[src/rtl/completion_tlp_transmitter_if.sv]
// Bus bundle for the completion transmitter: subunit header/payload handshakes
// on the ingress side and the 32-bit PCIe transmit stream on the egress side.
interface completion_tlp_transmitter_if;
  logic [95:0] cpl_header;
  logic [2:0]  cpl_link_source;
  logic        hdr_valid;
  logic        hdr_ready;
  logic [31:0] in_payload;
  logic        pld_valid;
  logic        pld_ready;
  logic [31:0] tx_data;
  logic        tx_valid;
  logic        tx_sop;
  logic        tx_eop;
  logic        tx_ready;
  logic [2:0]  tx_link_source;

  modport master (
    output cpl_header, cpl_link_source, hdr_valid, in_payload, pld_valid, tx_ready,
    input  hdr_ready, pld_ready, tx_data, tx_valid, tx_sop, tx_eop, tx_link_source
  );

  modport slave (
    input  cpl_header, cpl_link_source, hdr_valid, in_payload, pld_valid, tx_ready,
    output hdr_ready, pld_ready, tx_data, tx_valid, tx_sop, tx_eop, tx_link_source
  );
endinterface

[src/rtl/completion_tlp_transmitter.sv]
// Serializes a 3-DW completion header plus payload onto a 32-bit registered
// transmit stream; oversize completions with data are consumed and dropped.
module completion_tlp_transmitter #(
  parameter int MAX_PAYLOAD_DW = 256,
  parameter int CNT_WIDTH      = 16
) (
  input  logic                 clk,
  input  logic                 rst_n,
  completion_tlp_transmitter_if.slave bus,
  output logic                 len_err,
  output logic [CNT_WIDTH-1:0] cpl_count
);

  typedef enum logic [2:0] {
    ST_IDLE = 3'd0,
    ST_HDR1 = 3'd1,
    ST_HDR2 = 3'd2,
    ST_DATA = 3'd3,
    ST_DROP = 3'd4
  } state_t;

  localparam logic [10:0] MAX_LEN = 11'(MAX_PAYLOAD_DW);

  state_t               state_r, state_s;
  logic [63:0]          hdr_r, hdr_s;          // header DW1..DW2; DW0 goes straight out
  logic                 has_data_r, has_data_s;
  logic [10:0]          len_r, len_s;
  logic [10:0]          remaining_r, remaining_s;
  logic [2:0]           src_r, src_s;
  logic [31:0]          tx_data_r, tx_data_s;
  logic                 tx_valid_r, tx_valid_s;
  logic                 tx_sop_r, tx_sop_s;
  logic                 tx_eop_r, tx_eop_s;
  logic                 len_err_r, len_err_s;
  logic [CNT_WIDTH-1:0] cnt_r, cnt_s;

  logic                 adv_s;
  logic                 hdr_ready_s;
  logic                 pld_ready_s;
  logic                 hdr_fire_s;
  logic                 pld_fire_s;
  logic [10:0]          hdr_len_s;
  logic                 hdr_has_data_s;

  // Handshake readiness and decode of the header currently offered.
  always_comb begin
    adv_s          = !tx_valid_r || bus.tx_ready;
    hdr_len_s      = (bus.cpl_header[9:0] == 10'd0) ? 11'd1024 : {1'b0, bus.cpl_header[9:0]};
    hdr_has_data_s = bus.cpl_header[30];
    hdr_ready_s    = 1'b0;
    pld_ready_s    = 1'b0;
    case (state_r)
      ST_IDLE: hdr_ready_s = rst_n && adv_s;
      ST_DATA: pld_ready_s = rst_n && adv_s;
      ST_DROP: pld_ready_s = rst_n;
      default: begin
        hdr_ready_s = 1'b0;
        pld_ready_s = 1'b0;
      end
    endcase
    hdr_fire_s = bus.hdr_valid && hdr_ready_s;
    pld_fire_s = bus.pld_valid && pld_ready_s;
  end

  // Next-state and next transmit word.
  always_comb begin
    state_s     = state_r;
    hdr_s       = hdr_r;
    has_data_s  = has_data_r;
    len_s       = len_r;
    remaining_s = remaining_r;
    src_s       = src_r;
    tx_data_s   = tx_data_r;
    tx_valid_s  = tx_valid_r;
    tx_sop_s    = tx_sop_r;
    tx_eop_s    = tx_eop_r;
    len_err_s   = 1'b0;
    case (state_r)
      ST_IDLE: begin
        if (hdr_fire_s) begin
          if (hdr_has_data_s && (hdr_len_s > MAX_LEN)) begin
            len_err_s   = 1'b1;
            remaining_s = hdr_len_s;
            tx_valid_s  = 1'b0;
            state_s     = ST_DROP;
          end else begin
            tx_data_s  = bus.cpl_header[31:0];
            tx_valid_s = 1'b1;
            tx_sop_s   = 1'b1;
            tx_eop_s   = 1'b0;
            hdr_s      = bus.cpl_header[95:32];
            has_data_s = hdr_has_data_s;
            len_s      = hdr_len_s;
            src_s      = bus.cpl_link_source;
            state_s    = ST_HDR1;
          end
        end else if (adv_s) begin
          tx_valid_s = 1'b0;
        end else begin
          tx_valid_s = tx_valid_r;
        end
      end
      ST_HDR1: begin
        if (adv_s) begin
          tx_data_s  = hdr_r[31:0];
          tx_valid_s = 1'b1;
          tx_sop_s   = 1'b0;
          tx_eop_s   = 1'b0;
          state_s    = ST_HDR2;
        end else begin
          state_s = ST_HDR1;
        end
      end
      ST_HDR2: begin
        if (adv_s) begin
          tx_data_s  = hdr_r[63:32];
          tx_valid_s = 1'b1;
          tx_sop_s   = 1'b0;
          if (has_data_r) begin
            tx_eop_s    = 1'b0;
            remaining_s = len_r;
            state_s     = ST_DATA;
          end else begin
            tx_eop_s = 1'b1;
            state_s  = ST_IDLE;
          end
        end else begin
          state_s = ST_HDR2;
        end
      end
      ST_DATA: begin
        if (pld_fire_s) begin
          tx_data_s   = bus.in_payload;
          tx_valid_s  = 1'b1;
          tx_sop_s    = 1'b0;
          tx_eop_s    = (remaining_r == 11'd1);
          remaining_s = remaining_r - 11'd1;
          state_s     = (remaining_r == 11'd1) ? ST_IDLE : ST_DATA;
        end else if (adv_s) begin
          tx_valid_s = 1'b0;
        end else begin
          tx_valid_s = tx_valid_r;
        end
      end
      ST_DROP: begin
        // The last word of the previous TLP may still be draining.
        if (adv_s) begin
          tx_valid_s = 1'b0;
        end else begin
          tx_valid_s = tx_valid_r;
        end
        if (pld_fire_s) begin
          remaining_s = remaining_r - 11'd1;
          state_s     = (remaining_r == 11'd1) ? ST_IDLE : ST_DROP;
        end else begin
          state_s = ST_DROP;
        end
      end
      default: begin
        state_s    = ST_IDLE;
        tx_valid_s = 1'b0;
      end
    endcase
  end

  // Completed-TLP counter advances when an eop word is accepted.
  always_comb begin
    if (tx_valid_r && bus.tx_ready && tx_eop_r) begin
      cnt_s = cnt_r + {{(CNT_WIDTH-1){1'b0}}, 1'b1};
    end else begin
      cnt_s = cnt_r;
    end
  end

  // State and output registers with synchronous active-low reset.
  always_ff @(posedge clk) begin
    if (!rst_n) begin
      state_r     <= ST_IDLE;
      hdr_r       <= 64'd0;
      has_data_r  <= 1'b0;
      len_r       <= 11'd0;
      remaining_r <= 11'd0;
      src_r       <= 3'd0;
      tx_data_r   <= 32'd0;
      tx_valid_r  <= 1'b0;
      tx_sop_r    <= 1'b0;
      tx_eop_r    <= 1'b0;
      len_err_r   <= 1'b0;
      cnt_r       <= {CNT_WIDTH{1'b0}};
    end else begin
      state_r     <= state_s;
      hdr_r       <= hdr_s;
      has_data_r  <= has_data_s;
      len_r       <= len_s;
      remaining_r <= remaining_s;
      src_r       <= src_s;
      tx_data_r   <= tx_data_s;
      tx_valid_r  <= tx_valid_s;
      tx_sop_r    <= tx_sop_s;
      tx_eop_r    <= tx_eop_s;
      len_err_r   <= len_err_s;
      cnt_r       <= cnt_s;
    end
  end

  assign bus.hdr_ready      = hdr_ready_s;
  assign bus.pld_ready      = pld_ready_s;
  assign bus.tx_data        = tx_data_r;
  assign bus.tx_valid       = tx_valid_r;
  assign bus.tx_sop         = tx_sop_r;
  assign bus.tx_eop         = tx_eop_r;
  assign bus.tx_link_source = src_r;
  assign len_err            = len_err_r;
  assign cpl_count          = cnt_r;

endmodule

[src/flat_wrapper.sv]
// flat-port wrapper written by rule: the top's interface ports become plain ports
module completion_tlp_transmitter_flat 
#(
  parameter int MAX_PAYLOAD_DW = 256,
  parameter int CNT_WIDTH      = 16
)
  (clk, rst_n, len_err, cpl_count, bus_cpl_header, bus_cpl_link_source, bus_hdr_valid, bus_in_payload, bus_pld_valid, bus_tx_ready, bus_hdr_ready, bus_pld_ready, bus_tx_data, bus_tx_valid, bus_tx_sop, bus_tx_eop, bus_tx_link_source);
  completion_tlp_transmitter_if bus_i ();
  input  logic clk;
  input  logic rst_n;
  output logic len_err;
  output logic [CNT_WIDTH-1:0] cpl_count;
  input wire logic [$bits(bus_i.cpl_header)-1:0] bus_cpl_header;
  input wire logic [$bits(bus_i.cpl_link_source)-1:0] bus_cpl_link_source;
  input wire logic [$bits(bus_i.hdr_valid)-1:0] bus_hdr_valid;
  input wire logic [$bits(bus_i.in_payload)-1:0] bus_in_payload;
  input wire logic [$bits(bus_i.pld_valid)-1:0] bus_pld_valid;
  input wire logic [$bits(bus_i.tx_ready)-1:0] bus_tx_ready;
  output wire logic [$bits(bus_i.hdr_ready)-1:0] bus_hdr_ready;
  output wire logic [$bits(bus_i.pld_ready)-1:0] bus_pld_ready;
  output wire logic [$bits(bus_i.tx_data)-1:0] bus_tx_data;
  output wire logic [$bits(bus_i.tx_valid)-1:0] bus_tx_valid;
  output wire logic [$bits(bus_i.tx_sop)-1:0] bus_tx_sop;
  output wire logic [$bits(bus_i.tx_eop)-1:0] bus_tx_eop;
  output wire logic [$bits(bus_i.tx_link_source)-1:0] bus_tx_link_source;
  assign bus_i.cpl_header = bus_cpl_header;
  assign bus_i.cpl_link_source = bus_cpl_link_source;
  assign bus_i.hdr_valid = bus_hdr_valid;
  assign bus_i.in_payload = bus_in_payload;
  assign bus_i.pld_valid = bus_pld_valid;
  assign bus_i.tx_ready = bus_tx_ready;
  assign bus_hdr_ready = bus_i.hdr_ready;
  assign bus_pld_ready = bus_i.pld_ready;
  assign bus_tx_data = bus_i.tx_data;
  assign bus_tx_valid = bus_i.tx_valid;
  assign bus_tx_sop = bus_i.tx_sop;
  assign bus_tx_eop = bus_i.tx_eop;
  assign bus_tx_link_source = bus_i.tx_link_source;
  completion_tlp_transmitter #(.MAX_PAYLOAD_DW(MAX_PAYLOAD_DW), .CNT_WIDTH(CNT_WIDTH)) u_core (.clk(clk), .rst_n(rst_n), .bus(bus_i), .len_err(len_err), .cpl_count(cpl_count));
endmodule
[config.mk]
export PLATFORM = sky130hd
export DESIGN_NAME = completion_tlp_transmitter_flat
export DESIGN_NICKNAME = d
export VERILOG_FILES = /design/src/rtl/completion_tlp_transmitter_if.sv /design/src/rtl/completion_tlp_transmitter.sv /design/src/flat_wrapper.sv
export SDC_FILE = /design/constraint.sdc
export NUM_CORES = 1
export LEC_CHECK = 0
export CORE_MARGIN = 3
export CORE_UTILIZATION = 45
export DETAILED_ROUTE_END_ITERATION = 10
export GPL_ROUTABILITY_DRIVEN = 0
export PLACE_DENSITY_LB_ADDON = 0.15
export SLEW_MARGIN = 0
export SYNTH_ARGS = -nofsm -noshare
export SYNTH_HDL_FRONTEND = slang
export SYNTH_SLANG_ARGS = --single-unit
export TNS_END_PERCENT = 100
[constraint.sdc]
create_clock -name clk -period 2.1 [get_ports clk]
set_input_delay 0.315 -clock clk [delete_from_list [all_inputs] [get_ports clk]]
set_output_delay 0.315 -clock clk [all_outputs]
set_load 0.01 [all_outputs]
==> metrics.cfg, run 1 <==
[synth]
synth_top_area_cell = dfxtp_1
synthTopCellsByArea = dfxtp_1 39%, mux2i_1 20%, nand2_1 9.0%, o221ai_1 3.8%, nor2_1 3.4%
synth_ff_type = dfxtp_1
async_reset_ff_frac = 0
synth_fp_nets = 1006
synth_edf_count = 0
synth_cell_types = 54
yosysTopAreaCellShare = 0.393
netlist_area_um2 = 7380
synthCells = 867
syn_area_per_cell_um2 = 8.51
synth.ff_latch_count = 145
seq_area_frac_synth = 0.393
yosys_warnings = 0

[sta]
max_slew_margin = 0.641
finalSetupTns_ns = 0
fmax_mhz = 482
hold_violations = 0
setup_violations = 0
tightest_slew_ns = 0.539
drv_slew = 0
fin_skew_ns = 0.00798
fin_crit_ns = 2.08
min_period_over_period = 0.989

[detailed_routing]
wl_met2_um = 10500
detail_route.drc_violations = 0
routed_wl_um = 21900
drt-met1-wl_um = 9680
viasPerCell = 5.25
routedWlPerCell_um = 16.7
dr.pass1.iters = 5
drt_iter0_markers = 475
wl_met3_um = 1480
ant_nets = 0
top_layer_used = met4
vias = 6883

[clock_tree]
cts_max_level = 4
hold_buffers = 0
numClockSinks = 145
cts_tree = built
clkLatencyLatePin_ns = 0.41
cts_buffers = 17
clk_pin_slew_worst_paths_ns = 0.06
cts_buffer_depth = 2
cts-root-buf = clkbuf_16

[critical_path]
slowest_delay_ns = 0.55
crit_path_max_fanout = 5
crit_type = in -> reg
end_kind = flip-flop
crit_buf_inv = 5
critPathTopFamily = simple AND/OR/NAND/NOR gates
crit_path_start_kind = input pin
required_ns = 2.38
crit_chain = clkdlybuf4s15_2 -> or4_4 -> buf_4 -> nor3_1 -> o311a_1 -> a211oi_4 -> buf_6 -> buf_6 -> buf_12 -> mux2i_1
cpMaxStageDelayCell = or4_4
crit_top_cell = buf_6
arrival_ns = 2.36

[min_path]
hp-class = in -> reg

[grt]
antenna_found_initial = 0
grt_pass1_wl_um = 34400
gr-total-overflow = 0
grt_max_degree = 82
gr-usage-all-layers = 0.239
grt_pass1_vias = 6586

[power_and_ir_drop]
switching_share = 0.259
intPower_mw = 5.46
switchingPower_mw = 1.91
ir_drop_mv = 0.681
p_leak_nw = 4.50
power_density_nw_per_um2 = 701
power_mw = 7.37
pwr-share-comb = 0.204
clock_power_share = 0.384
seq_power_share = 0.412

[floorplan]
core_area_um2 = 15900
fp.dieW_um = 134
num_io_pins = 193
fp-row-count = 46
initial_core_util = 0.463
die-height_um = 134
die-area_um2 = 18000

[layout]
fin_cells = 1312
drive_gt1_frac = 0.119
fin_nets = 1225
n_antenna_cell = 0
area_growth_pct = 42.4

[placement]
port_buffers = 192
dpl.cell_count = 1272
dpl.hpwl_um = 14900

[outcome]
status = finished clean

[job]
maxCapViolCount = 0

==> area by class of cell <==
class                           count  area (µm²)
Fill cell                        1355        5430
Clock inverter                      6        86.3
Tap cell                          216         270
Timing Repair Buffer              267        2600
Multi-Input combinational cell    597        3980
Inverter                           58         218
Sequential cell                   145        2910
Clock buffer                       23         448
==> synthesized netlist by cell type, drive strengths merged (9+ instances only) <==
master,n
a21oi,44
buf,23
clkbuf,44
dfxtp,145
inv,57
mux2i,150
nand2,176
nor2,67
nor3,14
o21ai,9
o221ai,32
xnor2,14
==> routing by layer <==
metal | up-vias | track usage
li1 | 3423 | -
met1 | 3215 | 0.317
met2 | 223 | 0.392
met3 | 22 | 0.0623
met4 | 0 | 0.0577
met5 | - | 0
==> layout by cell type (no fill, tap or decap), types with 6 or more instances in the layout <==
cell,n
a21oi_1,44
dfxtp_1,142
nor2_1,65
o31ai_1,6
buf_4,62
clkbuf_16,17
clkbuf_1,6
inv_1,57
o221ai_1,32
clkdlybuf4s50_1,181
nand2_1,176
o21ai_0,9
mux2i_1,150
xnor2_1,14
nor3_1,11
nand3_1,7
==> sequential cells by signal (all words and copies together) (netlist names), 3 cells and up <==
signal                     flops
u_core.hdr_r                  64
u_core.bus.tx_data            32
u_core.cpl_count              16
u_core.len_r                  11
u_core.remaining_r            11
u_core.bus.tx_link_source      3
u_core.state_r                 3
==> logic make-up (layout without fill, tap and decap cells) <==
group           count (synthesis)  after routing  share of synthesized area
mux                           150            150                      0.203
compound gates                128            128                      0.125
xor+xnor                       16             16                     0.0190
simple gates                  300            300                      0.173
flops                         145            145                      0.393
buf+inv                       125            354                     0.0816
fa+ha+maj                       3              3                    0.00509
==> final timing paths <==
path | endpoint | from | slack (ns) | depth (start not counted)
worst min register to register | u_core.bus.tx_data[6] | u_core.bus.tx_data[6] | 0.45 | 2
worst max-delay path | u_core.bus.tx_data[31] | bus_cpl_header[5] | 0.02 | 10
worst min-delay path | u_core.len_r[10] | rst_n | 0.24 | 3
worst max register to register | u_core.remaining_r[9] | u_core.state_r[2] | 0.10 | 6
==> what timing repair did <==
action | in CTS | in global routing
buffers inserted | 7 | 0
gates resized for setup | 40 | 9
gates cloned | 4 | 0
pin swaps | 6 | 3
setup endpoints to repair | 122 | 41
==> power groups by stage <==
stage                     Combinational [mW]  Clock, mW  Sequential [mW]
after floorplan                        0.725          0             3.10
after global placement                  1.38          0             3.09
after detailed placement                1.39          0             3.09
after CTS                               1.49       2.87             3.04
after global routing                    1.61       2.97             3.06
final                                   1.50       2.83             3.04
==> per-stage QoR <==
step                area, µm²  hold WS, ns  worst slack, ns  utilization
floorplan                7380        0.437           0.0292            -
global placement         9760        0.441           -0.643        0.612
detailed placement       9760        0.448           -0.640        0.612
CTS                     10500        0.224          0.00557        0.657
global route            10500        0.224         -0.00239        0.659
finish                  10500        0.240           0.0234        0.659
==> worst reg2reg max path, delay by kind of cell (launching register included) <==
family	cells	cell delay, ns
compound gates	3	0.80
flops	1	0.35
buf+inv	2	0.45
simple gates	1	0.30
Power figures use the tool's default switching activity.
==> inputs of run 2 (changes only) <==
- CAP_MARGIN: not set -> 20
- HOLD_SLACK_MARGIN: not set -> 0.02
==> results of run 2 <==
Same layout as run 1: the final DEF is identical, and so are final timing and power.
